===== config.mk =====
export PLATFORM = sky130hd
export DESIGN_NAME = pulse_width_responder
export DESIGN_NICKNAME = d
export VERILOG_FILES = /design/src/rtl/pwr_pkg.sv /design/src/rtl/pulse_width_counter.sv /design/src/rtl/pulse_width_responder.sv
export SDC_FILE = /design/constraint.sdc
export NUM_CORES = 1
export LEC_CHECK = 0
export BUFFER_PORTS_ARGS = -buffer_cell sky130_fd_sc_hd__buf_2
export CAP_MARGIN = 20
export CORE_MARGIN = 5
export CORE_UTILIZATION = 40
export DETAILED_ROUTE_END_ITERATION = 16
export PLACE_DENSITY = 0.69
export SETUP_SLACK_MARGIN = 0.15
export SLEW_MARGIN = 15
export SYNTH_ARGS = -nofsm -noshare
export SYNTH_HDL_FRONTEND = slang
export SYNTH_HIERARCHICAL = 1
export SYNTH_SLANG_ARGS = --single-unit

===== constraint.sdc =====
create_clock -name clock -period 4.8 [get_ports clock]
set_input_delay 0.24 -clock clock [delete_from_list [all_inputs] [get_ports clock]]
set_output_delay 0.24 -clock clock [all_outputs]
set_load 0.03 [all_outputs]

===== src/rtl/pwr_pkg.sv =====
// Shared types and defaults for the pulse-width responder slice.
// Optional MEAS timeout is enabled with the PWR_TIMEOUT_EN macro (see pulse_width_responder).
package pwr_pkg;

  localparam int W_DEF   = 8;
  localparam int TMO_DEF = 255;

  // Saturation value of a default-width counter.
  localparam logic [W_DEF-1:0] MAX = {W_DEF{1'b1}};

  typedef enum logic [1:0] {
    IDLE = 2'd0,
    ACK  = 2'd1,
    MEAS = 2'd2
  } pwr_state_e;

endpackage


===== src/rtl/pulse_width_counter.sv =====
// Measures high-pulse widths on 'in'; 'done' strobes for one cycle on the falling
// edge of a pulse whose rising edge was seen after reset, with 'width' valid alongside.
module pulse_width_counter
  import pwr_pkg::*;
#(
  parameter int W = W_DEF
) (
  input  logic         clock,
  input  logic         reset,
  input  logic         in,
  output logic         done,
  output logic [W-1:0] width
);

  localparam logic [W-1:0] SAT = {W{1'b1}};

  logic         in_q;
  logic [W-1:0] count;

  // count==0 while high marks a pulse that was already high at reset release:
  // it never increments and its falling edge produces no strobe.
  always_ff @(posedge clock or posedge reset) begin
    if (reset) begin
      in_q  <= 1'b1;
      count <= '0;
    end else begin
      in_q <= in;
      if (!in) begin
        count <= '0;
      end else if (!in_q) begin
        count <= W'(1);
      end else if ((count != '0) && (count != SAT)) begin
        count <= count + 1'b1;
      end
    end
  end

  assign done  = in_q && !in && (count != '0);
  assign width = count;

endmodule


===== src/rtl/pulse_width_responder.sv =====
// soc/eoc responder returning one fresh pulse-width measurement per handshake.
// Define PWR_TIMEOUT_EN to abort MEAS with numero=0 after TMO cycles without a completion.
module pulse_width_responder
  import pwr_pkg::*;
#(
  parameter int W   = W_DEF,
  parameter int TMO = TMO_DEF
) (
  input  logic         clock,
  input  logic         reset,
  input  logic         in,
  input  logic         soc,
  output logic         eoc,
  output logic [W-1:0] numero,
  output pwr_state_e   state_dbg
);

  // Handshake: initiator raises soc only while eoc==1; eoc falls the cycle after
  // soc is sampled high, the initiator drops soc, and eoc rises again (with numero
  // valid and held) only after soc was seen low and a pulse completed in MEAS.

  if ((TMO < 1) || (TMO > (2 ** W) - 1)) begin : g_tmo_range
    $error("pulse_width_responder: TMO must be in 1 .. 2**W-1");
  end

  pwr_state_e   state, state_n;
  logic         eoc_n;
  logic [W-1:0] numero_n;
  logic         done;
  logic [W-1:0] width;

  pulse_width_counter #(.W(W)) u_counter (
    .clock (clock),
    .reset (reset),
    .in    (in),
    .done  (done),
    .width (width)
  );

`ifdef PWR_TIMEOUT_EN
  localparam logic [W-1:0] TMO_LAST = W'(TMO - 1);

  logic [W-1:0] timer;

  always_ff @(posedge clock or posedge reset) begin
    if (reset) begin
      timer <= '0;
    end else if ((state == ACK) && !soc) begin
      timer <= '0;
    end else if (state == MEAS) begin
      timer <= timer + 1'b1;
    end
  end
`endif

  always_ff @(posedge clock or posedge reset) begin
    if (reset) begin
      state  <= IDLE;
      eoc    <= 1'b1;
      numero <= '0;
    end else begin
      state  <= state_n;
      eoc    <= eoc_n;
      numero <= numero_n;
    end
  end

  always_comb begin
    state_n  = state;
    eoc_n    = eoc;
    numero_n = numero;
    case (state)
      IDLE: begin
        if (soc) begin
          eoc_n   = 1'b0;
          state_n = ACK;
        end
      end
      ACK: begin
        if (!soc) begin
          state_n = MEAS;
        end
      end
      MEAS: begin
        // A completion on the timeout cycle takes priority over the abort.
        if (done) begin
          numero_n = width;
          eoc_n    = 1'b1;
          state_n  = IDLE;
        end
`ifdef PWR_TIMEOUT_EN
        else if (timer == TMO_LAST) begin
          numero_n = '0;
          eoc_n    = 1'b1;
          state_n  = IDLE;
        end
`endif
      end
      default: begin
        eoc_n   = 1'b1;
        state_n = IDLE;
      end
    endcase
  end

  assign state_dbg = state;

endmodule


# Word-level counts from Yosys, hierarchy flattened
# Index checks and enable logic that the tools add are counted.
# classes
eq_ne	7
mux	10
n_reduce_logical	9
n_addsub	1
bitwise_logic	1
# op_table
cell	n
$mux W8	3
$add A8 B1 Y8 const B	1
$ne A8 B8 Y1 const B	1
$reduce_bool A8 Y1	1
$mux W2	3
$ne A2 B2 Y1 const B	3
$pmux W2 S3	1
$reduce_and A3 Y1	2
$logic_and A1 B1 Y1	3
$ne A3 B3 Y1 const B	1
$pmux W1 S3	1
$eq A2 B1 Y1 const B	1
$eq A2 B2 Y1 const B	1
$logic_not A2 Y1	1
$mux W1	2
$reduce_and A2 Y1	1
$logic_not A1 Y1	1
$not A1 Y1	1
# totals
word_cells	33
output_inout_bits	11
reg_bits	20

# Depth between registers and ports, before layout
# logic_depth
word_depth	5
depth_mapped	8
ltp_nobuf	8

# Hierarchy
# The synthesis kept the hierarchy.
# modules_own_cells
module	area_per_inst_um2	n_inst	cells_each
pulse_width_counter	509.2	1	56
pulse_width_responder	436.7	1	30

# Worst setup path before layout
# Ideal clock, no wire load.
# synth_path
kind	reg-to-reg
from	reg u_counter.count[0] (netlist: u_counter/width[0])
to	reg numero[0]
t_arrival_ns	2.204
path_buffers	0
setup_slack_ns	2.471
path_stages_with_launch	8
t_required_ns	4.675
path_cell_list	dfrtp_1 -> inv_1 -> ha_1 -> or4b_4 -> or4_4 -> and3_2 -> nand3b_4 -> mux2_2
# synth_via
elab_chain_cells	3
# synth_lines
item	line_no	source
start, declared	pulse_width_counter.sv:18	logic [W-1:0] count;
start signal, assigned	pulse_width_counter.sv:33	count <= count + 1'b1;
$reduce_bool A8 Y1	pulse_width_counter.sv:38	assign done = in_q && !in && (count != '0);
$logic_and A1 B1 Y1	pulse_width_counter.sv:38	
via done	pulse_width_responder.sv:29	logic done;
$reduce_and A2 Y1 (no line)	--	
end signal, assigned	pulse_width_responder.sv:64	numero <= numero_n;
end, declared	pulse_width_responder.sv:14	output logic [W-1:0] numero,
# The timed path passes the listed nets, and every way through them passes these cells.
# A chain may end at the register's enable or synchronous reset.

# Worst setup path in the final report
# layout_path
from	reg u_counter.count[0] (netlist: u_counter/width[0])
to	reg numero[3]
# The elaborated chain is that of the path after synthesis.

==> qor.yml <==
yosysSeqAreaShare_pct: 53.17
hold_path_end: "u_counter/in_q"
io_pins: 15
cts_sinks: 20
syn_nets: 92
dp_hpwl_um: 1330
cts_max_level: 1
crit_path_max_fanout: 8
grt_max_degree: 12
area_delta_synth_final_pct: 15.21
seq_power_share_pct: 50.6
ys_types: 25
crit_type: "register to register"
core_area_mm2: 0.002233
clockBufferDepth: 2
worstPathArrival_ns: 2.67
hold_viol: 0
grt_pass1_vias: 697
start_util_pct: 42.35
netSwitchingPower_mw: 0.1457
power_mw: 0.4308
holdPathStages: 1
min_path_type: "input pin to register"
io_buffers: 14
clk_pin_slew_ns: 0.11
critPathCaptureType: "register"
drc: 0
layout-drive-gt1-share_pct: 33.98
maxSlewViolCount: 0
dp_slack_ns: 2.349
fin_crit_sh_pct: 51.69
die_h_um: 58.63
antenna_found_initial: 0
grt.overflow.total: 0
timing.rr.start: "u_counter/width[0]"
ant_nets: 0
rows: 17
reg2regPathDepth: 7
drt_wl_total_um: 1803
grt_pass1_wl_um: 3139
powerDensity_mw_per_mm2: 395.3
syn-cell-area_um2: 945.9
p_clk_share_pct: 21.9
hp-start: "in"
fin_skew_ns: 0.002598
layout.nets: 110
fin_crit_ns: 2.481
die-area_mm2: 0.003437
place.gp.congestion: 0.7903
tns_ns: 0
ir_worst_vdd_v: 0.0001854
switching_share_pct: 33.81
p_int_mw: 0.2851
cts_buffers: 3
synth-seq-cells: 20
ys.warnings.count: 6
synthCells: 86
timing.rr.end: "numero[3]"
max_slew_margin_pct: 69.80
track_usage_pct: 11.89
combinationalPowerShare_pct: 27.6
cts-root-buf: "clkbuf_4"
clock_latency_ns: 0.29
maxCapViolCount: 0
n_antenna_cell: 0
cellLeakagePower_nw: 0.5599
setup_viol: 0
start_kind: "register"
wl_per_cell_um: 13.76
cp_data_required_time_ns: 4.98
cts_tree: "built"
cts_resized: 0
regToRegSetupSlack_ns: 2.32
synth_area_per_cell_um2: 11.00
postCtsSetupBuffers: 0
firstDrtPassIters: 4
dr_total_vias: 724
rsz0062_at_grt: "no"
fmax_mhz: 403.1
status: "finished clean"
fin_ws_ns: 2.319
drt_iter0_drc: 34
post_drt_via_cell_ratio: 5.527
cts_hold_buf: 1
worstMarginPinSlew_ns: 0.4489
die_w_um: 58.63
[sequential cells by signal (all words and copies together), names as in the netlist]
| register | cells |
|---|---|
| eoc | 1 |
| numero | 8 |
| state_dbg | 2 |
| u_counter/in_q | 1 |
| u_counter/width | 8 |
[cell type report]
class                      instances  area, µm²
tap                               28      35.03
fill                             196       1144
timing repair buffer              15      80.08
clock buffer                       4      36.28
inverter                           6      22.52
sequential                        20      503.0
multi-input combinational         58      412.9
[layer usage]
layer,global-route usage [%],vias up,part of all wire [%]
met3,2.632,0,8.0
met2,19.62,32,49
met1,15.44,353,42
met4,3.883,0,0
li1,-,339,-
met5,0,-,0
[synthesized netlist by cell type]
cell type,instances,area share [%]
nand3b_4,1,2.1
a31o_2,1,0.93
or4b_4,1,1.5
nand3_1,7,3.7
clkbuf_1,2,0.79
mux2_2,8,9.5
nand2_1,2,0.79
dfstp_2,2,5.6
and3_1,1,0.66
nand4_1,1,0.66
nand2b_1,2,1.3
ha_1,2,2.6
a31oi_1,4,2.6
xnor2_1,3,2.8
and2b_1,1,0.79
inv_1,6,2.4
and3_2,3,2.4
nor2_1,7,2.8
nor3_1,3,1.6
nor3b_1,1,0.79
o21ai_0,3,1.6
dfrtp_1,18,48
or4_4,1,1.2
nor4_1,1,0.66
a21oi_1,5,2.6
[layout by cell type, fill, tap and decap left out]
| master | netlist | layout |
|---|---|---|
| and2b_1 | 1 | 1 |
| nand3_1 | 7 | 7 |
| dfstp_2 | 2 | 2 |
| buf_2 | 0 | 14 |
| and3_1 | 1 | 1 |
| nor4_1 | 1 | 1 |
| nand2b_1 | 2 | 2 |
| dfrtp_1 | 18 | 18 |
| nand3b_4 | 1 | 1 |
| nor2_1 | 7 | 7 |
| dlygate4sd3_1 | 0 | 1 |
| nor3_1 | 3 | 3 |
| mux2_2 | 8 | 8 |
| xnor2_1 | 3 | 3 |
| a31oi_1 | 4 | 4 |
| nand4_1 | 1 | 1 |
| nor3b_1 | 1 | 1 |
| clkbuf_8 | 0 | 1 |
| a31o_2 | 1 | 1 |
| clkbuf_4 | 0 | 3 |
| a21oi_1 | 5 | 5 |
| ha_1 | 2 | 2 |
| or4_4 | 1 | 1 |
| o21ai_0 | 3 | 3 |
| nand2_1 | 2 | 2 |
| and3_2 | 3 | 3 |
| or4b_4 | 1 | 1 |
| inv_1 | 6 | 6 |
[power groups by stage]
stage	sequential [mW]	clock, mW	combinational [mW]
after floorplan	0.254	0	0.0525
after CTS	0.218	0.101	0.120
after global placement	0.220	0	0.118
final	0.218	0.0943	0.119
after global routing	0.223	0.109	0.128
after detailed placement	0.221	0	0.119
[how the worst max path moves through the flow]
stage                            to                from  slack [ns]
after floorplan           numero[0]  u_counter/width[0]        2.47
after global placement    numero[0]  u_counter/width[0]        2.40
after detailed placement  numero[3]  u_counter/width[0]        2.35
after CTS                 numero[3]  u_counter/width[0]        2.32
after global routing      numero[3]  u_counter/width[0]        2.27
final                     numero[3]  u_counter/width[0]        2.32
[worst max-delay path, stage by stage, from the launching register on]
cell and delay (ns):
dfrtp_1 0.46, inv_1 0.10, ha_1 0.14, or4b_4 0.45, or4_4 0.46, and3_2 0.27
nand3b_4 0.14, mux2_2 0.35
[through the flow]
stage          hold slack, ns  area, µm²  std cells  utilization [%]
3_5_place_dp           0.2363       1044        126            46.72
5_1_grt               0.06194       1090        131            48.80
3_3_place_gp           0.2238       1044        126            46.72
6_report              0.07727       1090        131            48.80
4_1_cts               0.05819       1090        131            48.80
2_1_floorplan         0.06720      945.9         86                -
[logic make-up after synthesis]
group,after synthesis,share of synthesized area (%)
fa+ha+maj,2,2.645
buf+inv,8,3.175
compound gates,13,7.803
xor+xnor,3,2.778
simple gates,32,20.90
mux,8,9.524
flops,20,53.17
Note: power is estimated with default switching activity, not from simulation.
